$ cat config.mk
export PLATFORM = sky130hd
export DESIGN_NAME = piso_128to8_flat
export DESIGN_NICKNAME = d
export VERILOG_FILES = /design/src/rtl/aes_io_pkg.sv /design/src/rtl/piso_128to8_if.sv /design/src/rtl/piso_128to8_blk_hold_reg.sv /design/src/rtl/piso_128to8.sv /design/src/flat_wrapper.sv
export SDC_FILE = /design/constraint.sdc
export NUM_CORES = 1
export LEC_CHECK = 0
export CORE_UTILIZATION = 39
export CTS_CLUSTER_DIAMETER = 80
export DETAILED_ROUTE_END_ITERATION = 7
export HOLD_SLACK_MARGIN = 0.08
export SLEW_MARGIN = 20
export SYNTH_ARGS = -nofsm -noshare
export SYNTH_HDL_FRONTEND = slang
export SYNTH_HIERARCHICAL = 1
export SYNTH_SLANG_ARGS = --single-unit
$ cat constraint.sdc
create_clock -name clk -period 2.7 [get_ports clk]
set_input_delay 0.81 -clock clk [delete_from_list [all_inputs] [get_ports clk]]
set_output_delay 0.81 -clock clk [all_outputs]
set_load 0.005 [all_outputs]
$ cat src/rtl/aes_io_pkg.sv
// -----------------------------------------------------------------------------
// aes_io_pkg
// Shared constants and types for the AES block I/O stages (byte packer and
// the 128-to-8 parallel-in/serial-out stage).
//   BYTE_W      : bits per byte lane
//   BLK_BYTES   : bytes per AES block
//   BLK_W       : bits per AES block
//   piso_state_e: serializer states
// -----------------------------------------------------------------------------
package aes_io_pkg;

    localparam int BYTE_W    = 8;
    localparam int BLK_BYTES = 16;
    localparam int BLK_W     = BYTE_W * BLK_BYTES;

    typedef enum logic [0:0] {
        IDLE = 1'b0,
        SEND = 1'b1
    } piso_state_e;

    // Plain-vector copies of the state codes for the state register
    localparam logic [0:0] ST_IDLE = IDLE;
    localparam logic [0:0] ST_SEND = SEND;

endpackage

$ cat src/rtl/piso_128to8_if.sv
// -----------------------------------------------------------------------------
// piso_128to8_if
// Block-in / byte-out handshake bundle for piso_128to8.
//   clear     : synchronous abort (producer side drives)
//   in_valid  : block on `in` is valid
//   in_ready  : stage accepts a block this cycle
//   in        : parallel 128-bit block
//   out_valid : `out` holds a byte
//   out_ready : downstream accepts the byte
//   out       : current byte
//   out_last  : current byte is the final byte of its block
//   busy      : block in flight or buffered block pending
// Modports: master = environment driving the stage, slave = the stage itself.
// -----------------------------------------------------------------------------
interface piso_128to8_if
    import aes_io_pkg::*;
#(
    parameter int out_N = BYTE_W,
    parameter int set_N = BLK_BYTES
);
    logic                     clear;
    logic                     in_valid;
    logic                     in_ready;
    logic [out_N*set_N-1:0]   in;
    logic                     out_valid;
    logic                     out_ready;
    logic [out_N-1:0]         out;
    logic                     out_last;
    logic                     busy;

    modport master (
        output clear, in_valid, in, out_ready,
        input  in_ready, out_valid, out, out_last, busy
    );

    modport slave (
        input  clear, in_valid, in, out_ready,
        output in_ready, out_valid, out, out_last, busy
    );

endinterface

$ cat src/rtl/piso_128to8_blk_hold_reg.sv
// -----------------------------------------------------------------------------
// blk_hold_reg
// One-deep block buffer: a W-bit data register plus a full flag.
//   clk     : clock, rising edge
//   reset   : asynchronous active-low reset
//   load_i  : capture d_i and mark full
//   take_i  : consumer has taken q_o; mark empty
//   flush_i : discard contents (highest priority)
//   d_i     : block to capture
//   q_o     : buffered block
//   full_o  : buffer holds a block
// -----------------------------------------------------------------------------
module blk_hold_reg
    import aes_io_pkg::*;
#(
    parameter int W = BLK_W
) (
    input  logic         clk,
    input  logic         reset,
    input  logic         load_i,
    input  logic         take_i,
    input  logic         flush_i,
    input  logic [W-1:0] d_i,
    output logic [W-1:0] q_o,
    output logic         full_o
);

    logic         full_q, full_d;
    logic [W-1:0] data_q, data_d;

    // load and take are mutually exclusive: load needs an empty buffer,
    // take needs a full one.
    always_comb begin
        full_d = full_q;
        data_d = data_q;
        if (flush_i) begin
            full_d = 1'b0;
            data_d = '0;
        end else if (load_i) begin
            full_d = 1'b1;
            data_d = d_i;
        end else if (take_i) begin
            full_d = 1'b0;
        end
    end

    always_ff @(posedge clk or negedge reset) begin
        if (!reset) begin
            full_q <= 1'b0;
            data_q <= '0;
        end else begin
            full_q <= full_d;
            data_q <= data_d;
        end
    end

    assign q_o    = data_q;
    assign full_o = full_q;

endmodule

$ cat src/rtl/piso_128to8.sv
// -----------------------------------------------------------------------------
// piso_128to8
// Parallel-in/serial-out stage at the output of the AES datapath. Accepts a
// 128-bit block and streams it out one byte per handshake, byte 0 (bits
// [7:0]) first, byte 15 (bits [127:120]) last and flagged with out_last.
//
// Ports:
//   clk   : clock, rising edge
//   reset : asynchronous active-low reset
//   bus   : piso_128to8_if.slave (clear, in_valid/in_ready/in,
//           out_valid/out_ready/out/out_last, busy)
//
// Build option PISO_HOLD_BUF_EN: adds a one-block hold buffer so a second
// block can be accepted while the first is streaming, removing the bubble
// between back-to-back blocks. Without it the stage only accepts in IDLE.
// -----------------------------------------------------------------------------
module piso_128to8
    import aes_io_pkg::*;
#(
    parameter int out_N = BYTE_W,
    parameter int set_N = BLK_BYTES
) (
    input logic           clk,
    input logic           reset,
    piso_128to8_if.slave  bus
);

    localparam int         in_N     = out_N * set_N;
    localparam logic [4:0] CNT_LAST = 5'(set_N - 1);

    logic [0:0]      state_q, state_d;
    logic [4:0]      cnt_q, cnt_d;
    logic [in_N-1:0] shreg_q, shreg_d;

    logic in_acc;
    logic out_hs;
    logic last_hs;

    assign in_acc  = bus.in_valid && bus.in_ready;
    assign out_hs  = (state_q == ST_SEND) && bus.out_ready;
    assign last_hs = out_hs && (cnt_q == CNT_LAST);

`ifdef PISO_HOLD_BUF_EN
    logic            hold_full;
    logic [in_N-1:0] hold_q;
    logic            hold_load;
    logic            hold_take;

    assign bus.in_ready = !hold_full && !bus.clear;
    // A block accepted while streaming goes to the hold buffer, except on the
    // last-byte handshake with an empty buffer, where it goes straight into
    // the shift register.
    assign hold_load    = in_acc && (state_q == ST_SEND) && !last_hs;
    assign hold_take    = last_hs && hold_full;
    assign bus.busy     = (state_q == ST_SEND) || hold_full;

    blk_hold_reg #(
        .W (in_N)
    ) u_hold (
        .clk     (clk),
        .reset   (reset),
        .load_i  (hold_load),
        .take_i  (hold_take),
        .flush_i (bus.clear),
        .d_i     (bus.in),
        .q_o     (hold_q),
        .full_o  (hold_full)
    );
`else
    assign bus.in_ready = (state_q == ST_IDLE) && !bus.clear;
    assign bus.busy     = (state_q == ST_SEND);
`endif

    always_comb begin
        state_d = state_q;
        cnt_d   = cnt_q;
        shreg_d = shreg_q;
        if (bus.clear) begin
            // Abort wins over both handshakes in the same cycle
            state_d = ST_IDLE;
            cnt_d   = '0;
            shreg_d = '0;
        end else if (state_q == ST_IDLE) begin
            if (in_acc) begin
                shreg_d = bus.in;
                cnt_d   = '0;
                state_d = ST_SEND;
            end
        end else if (out_hs) begin
            if (cnt_q != CNT_LAST) begin
                shreg_d = shreg_q >> out_N;
                cnt_d   = cnt_q + 5'd1;
            end else begin
                cnt_d = '0;
`ifdef PISO_HOLD_BUF_EN
                if (hold_full) begin
                    shreg_d = hold_q;
                end else if (in_acc) begin
                    shreg_d = bus.in;
                end else begin
                    state_d = ST_IDLE;
                end
`else
                state_d = ST_IDLE;
`endif
            end
        end
    end

    always_ff @(posedge clk or negedge reset) begin
        if (!reset) begin
            state_q <= ST_IDLE;
            cnt_q   <= '0;
            shreg_q <= '0;
        end else begin
            state_q <= state_d;
            cnt_q   <= cnt_d;
            shreg_q <= shreg_d;
        end
    end

    // Outputs come from registers only; out_ready never reaches out.
    assign bus.out_valid = (state_q == ST_SEND);
    assign bus.out       = shreg_q[out_N-1:0];
    assign bus.out_last  = (state_q == ST_SEND) && (cnt_q == CNT_LAST);

endmodule

$ cat src/flat_wrapper.sv
// flat-port wrapper written by rule: the top's interface ports become plain ports
module piso_128to8_flat import aes_io_pkg::*;
#(
    parameter int out_N = BYTE_W,
    parameter int set_N = BLK_BYTES
)
  (clk, reset, bus_clear, bus_in_valid, bus_in, bus_out_ready, bus_in_ready, bus_out_valid, bus_out, bus_out_last, bus_busy);
  piso_128to8_if #(.out_N(out_N), .set_N(set_N)) bus_i ();
  input logic clk;
  input logic reset;
  input wire logic [$bits(bus_i.clear)-1:0] bus_clear;
  input wire logic [$bits(bus_i.in_valid)-1:0] bus_in_valid;
  input wire logic [$bits(bus_i.in)-1:0] bus_in;
  input wire logic [$bits(bus_i.out_ready)-1:0] bus_out_ready;
  output wire logic [$bits(bus_i.in_ready)-1:0] bus_in_ready;
  output wire logic [$bits(bus_i.out_valid)-1:0] bus_out_valid;
  output wire logic [$bits(bus_i.out)-1:0] bus_out;
  output wire logic [$bits(bus_i.out_last)-1:0] bus_out_last;
  output wire logic [$bits(bus_i.busy)-1:0] bus_busy;
  assign bus_i.clear = bus_clear;
  assign bus_i.in_valid = bus_in_valid;
  assign bus_i.in = bus_in;
  assign bus_i.out_ready = bus_out_ready;
  assign bus_in_ready = bus_i.in_ready;
  assign bus_out_valid = bus_i.out_valid;
  assign bus_out = bus_i.out;
  assign bus_out_last = bus_i.out_last;
  assign bus_busy = bus_i.busy;
  piso_128to8 #(.out_N(out_N), .set_N(set_N)) u_core (.clk(clk), .reset(reset), .bus(bus_i));
endmodule
==> metrics.txt <==
Clock Pin Slew Worst Setup and Hold Paths=0.06 ns; total grt overflow=0; sequential share of the synthesized area=44.5%; Final setup viols=0; routability cong.=0.779; min Tclk post-route=2.44 ns; DPL Wire Length=10700 um; placed insts=967; fraction of layout cells with a size suffix above 1=22.7%; CTS tree=yes; Slew @ Worst Pin=0.893 ns; crit start category=register; core area=0.0188 mm2; Critical Path Fanout Max=8; Highest Clock Rate=410 MHz; CTS root buffer=clkbuf_16; Cell Area, Synth=0.00753 mm2; Die ar.=0.0199 mm2; H-tree Lvls=4; gr usage total=17.0%; R2R Setup Slk=0.47 ns; Ports=145; clock sinks=134; crit path kind=reg -> out; Fill cells=1630; RSZ-0062 raised after global routing=no; Hold Crit Class=in -> async; post-synth top area cell=dfrtp_1; Post-DRT Antenna Nets=0; commonest non-fill, non-tap cells in the layout=clkdlybuf4s50_1 (141), dfrtp_1 (133), mux2i_1 (128), nor2_1 (121), mux2_4 (112); Vias/cell=4.83; Critical Path AT=1.63 ns; row count=50; Post-Route Skew=0.00934 ns; pwr dens=644 mW/mm2; WHS=0.269 ns; number of global-route vias before repair=5161; commonest non-fill, non-tap cell in the layout=clkdlybuf4s50_1; Pleak=4.76 nW; DR iter-0 viols=176; VDD IR max=0.646 mV; DR WL/cell=16.1 um; worst relative slew slack=40.5%; worst path bufs/invs=1; ant diodes=0; Crit. End Element=output pin; Slew Limit Fails=0; Slowest cell on crit path=dfrtp_4; worst reg2reg startpoint=u_core/cnt_q[1]; Post-Syn Instances=600; final hold vios=0; Critical Path RT=1.89 ns; CP top delay family=flip-flops; drt pass-1 iters=4; Yosys cell types=30; largest net degree at the start of global routing=121; Cell Count, Final, Fillers Out=1003; depth of the most critical reg-to-reg path=8; CTS Hold Bufs=0; Final Cycle Share=90.4%; max capacitance violation total=0; Num CTS Buffers=17; status=completed; area fraction of the dominant cell type after synthesis=44.5%; Slowest Stage Delay on Critical Path=0.54 ns; syn nets=734; flops & latches, synth=134; Die Width=141 um; final wirelength=16100 um; Starting Density=40.0%; first-pass GRT wire length=26200 um; Avg Inst Size Synth=12.6 um2; Clock Path Buffers=2; vias=4845; crit-path cells=nor2_1 -> clkdlybuf4s50_1; DRC=0; nets=864; Synthesis Warnings=6; PortBufs=144; initial antenna violation count=0; synth-to-layout area growth=29.0%; Die Y=141 um; top cells by area in the synthesized netlist=dfrtp_1 (45%), mux2_4 (22%), mux2i_1 (17%), nor2_1 (6.0%), buf_8 (2.0%); setup TNS=0 ns; clock latency on the worst-skew pair=0.41 ns; Worst R2R End=u_core/shreg_q[56]
==> metal layers <==
metal,part of all wire [%],global-route usage (%),vias up
li1,-,-,2310
met1,46,22.3,2409
met2,48,27.2,108
met3,4.7,4.42,18
met4,1.2,5.78,0
met5,0,0,-
==> through the flow <==
step	total power, mW	util (%)	instance area [um2]	setup slack (ns)
2_1_floorplan	3.65	-	7530	0.564
3_3_place_gp	4.09	48.3	9100	0.116
3_5_place_dp	4.11	48.3	9100	0.0908
4_1_cts	6.34	51.5	9700	0.0244
5_1_grt	6.57	51.6	9720	0.163
6_report	6.26	51.6	9720	0.258
==> cells in the mapped netlist <==
cell type  instances
a21boi_1           1
a221o_1            1
a22oi_1            1
a22oi_4            1
and2_1             1
and2b_4            1
and3_1             1
and4b_1            1
buf_2             14
buf_4              9
buf_6              5
buf_8             10
clkbuf_1          13
dfrtp_1          134
ha_1               1
inv_1             12
mux2_1             8
mux2_4           112
mux2i_1          128
mux2i_4            1
nand2_1           10
nand3_1            5
nand4_1            2
nand4b_1           1
nor2_1           121
nor2b_1            1
o211ai_1           1
o21ai_1            2
o2bb2ai_1          1
or2_2              1
==> repair_timing <==
action,in CTS,in global routing
setup buffers,2,2
gates resized for setup,3,1
endpoints found under the hold margin,0,0
pin swaps,0,1
endpoints found under the setup margin,1,1
==> report_power, final <==
group          switching, mW  internal (mW)  total, mW
Combinational          0.630          0.961       1.59
Sequential             0.184           2.30       2.48
Clock                  0.840           1.34       2.18
==> cell type report <==
type	count	area [um2]	area share (%)
Multi-Input combinational cell	403	3760	38.7
Sequential cell	134	3360	34.5
Timing Repair Buffer	162	1670	17.1
Clock buffer	26	529	5.45
Tap cell	260	325	3.35
Inverter	12	45.0	0.463
Clock inverter	6	40.0	0.412
==> cell families after synthesis <==
group                    Yosys count  share of synthesized area [%]
adder cells (fa/ha/maj)            1                          0.166
multiplexers                     249                           40.8
AND/OR/NAND/NOR                  145                           7.74
AO/OA/AOI/OAI                      8                          0.963
buffers and inverters             63                           5.81
flip-flops                       134                           44.5
==> state kept, by name (all words and copies together), names as in the netlist <==
| register | cells |
|---|---|
| u_core/shreg_q | 128 |
| u_core/cnt_q | 5 |
| u_core/bus.busy | 1 |
==> worst max-delay path by stage <==
| stage | startpoint | end | slack (ns) | cells after the start |
|---|---|---|---|---|
| after floorplan | bus_clear | u_core/shreg_q[0] | 0.56 | 6 |
| after global placement | bus_out_ready | u_core/shreg_q[93] | 0.12 | 5 |
| after detailed placement | bus_out_ready | u_core/shreg_q[94] | 0.09 | 5 |
| after CTS | u_core/cnt_q[1] | bus_out_last | 0.02 | 4 |
| after global routing | u_core/bus.busy | bus_in_ready | 0.16 | 2 |
| final | u_core/bus.busy | bus_in_ready | 0.26 | 2 |
(Power assumes the default switching activity.)
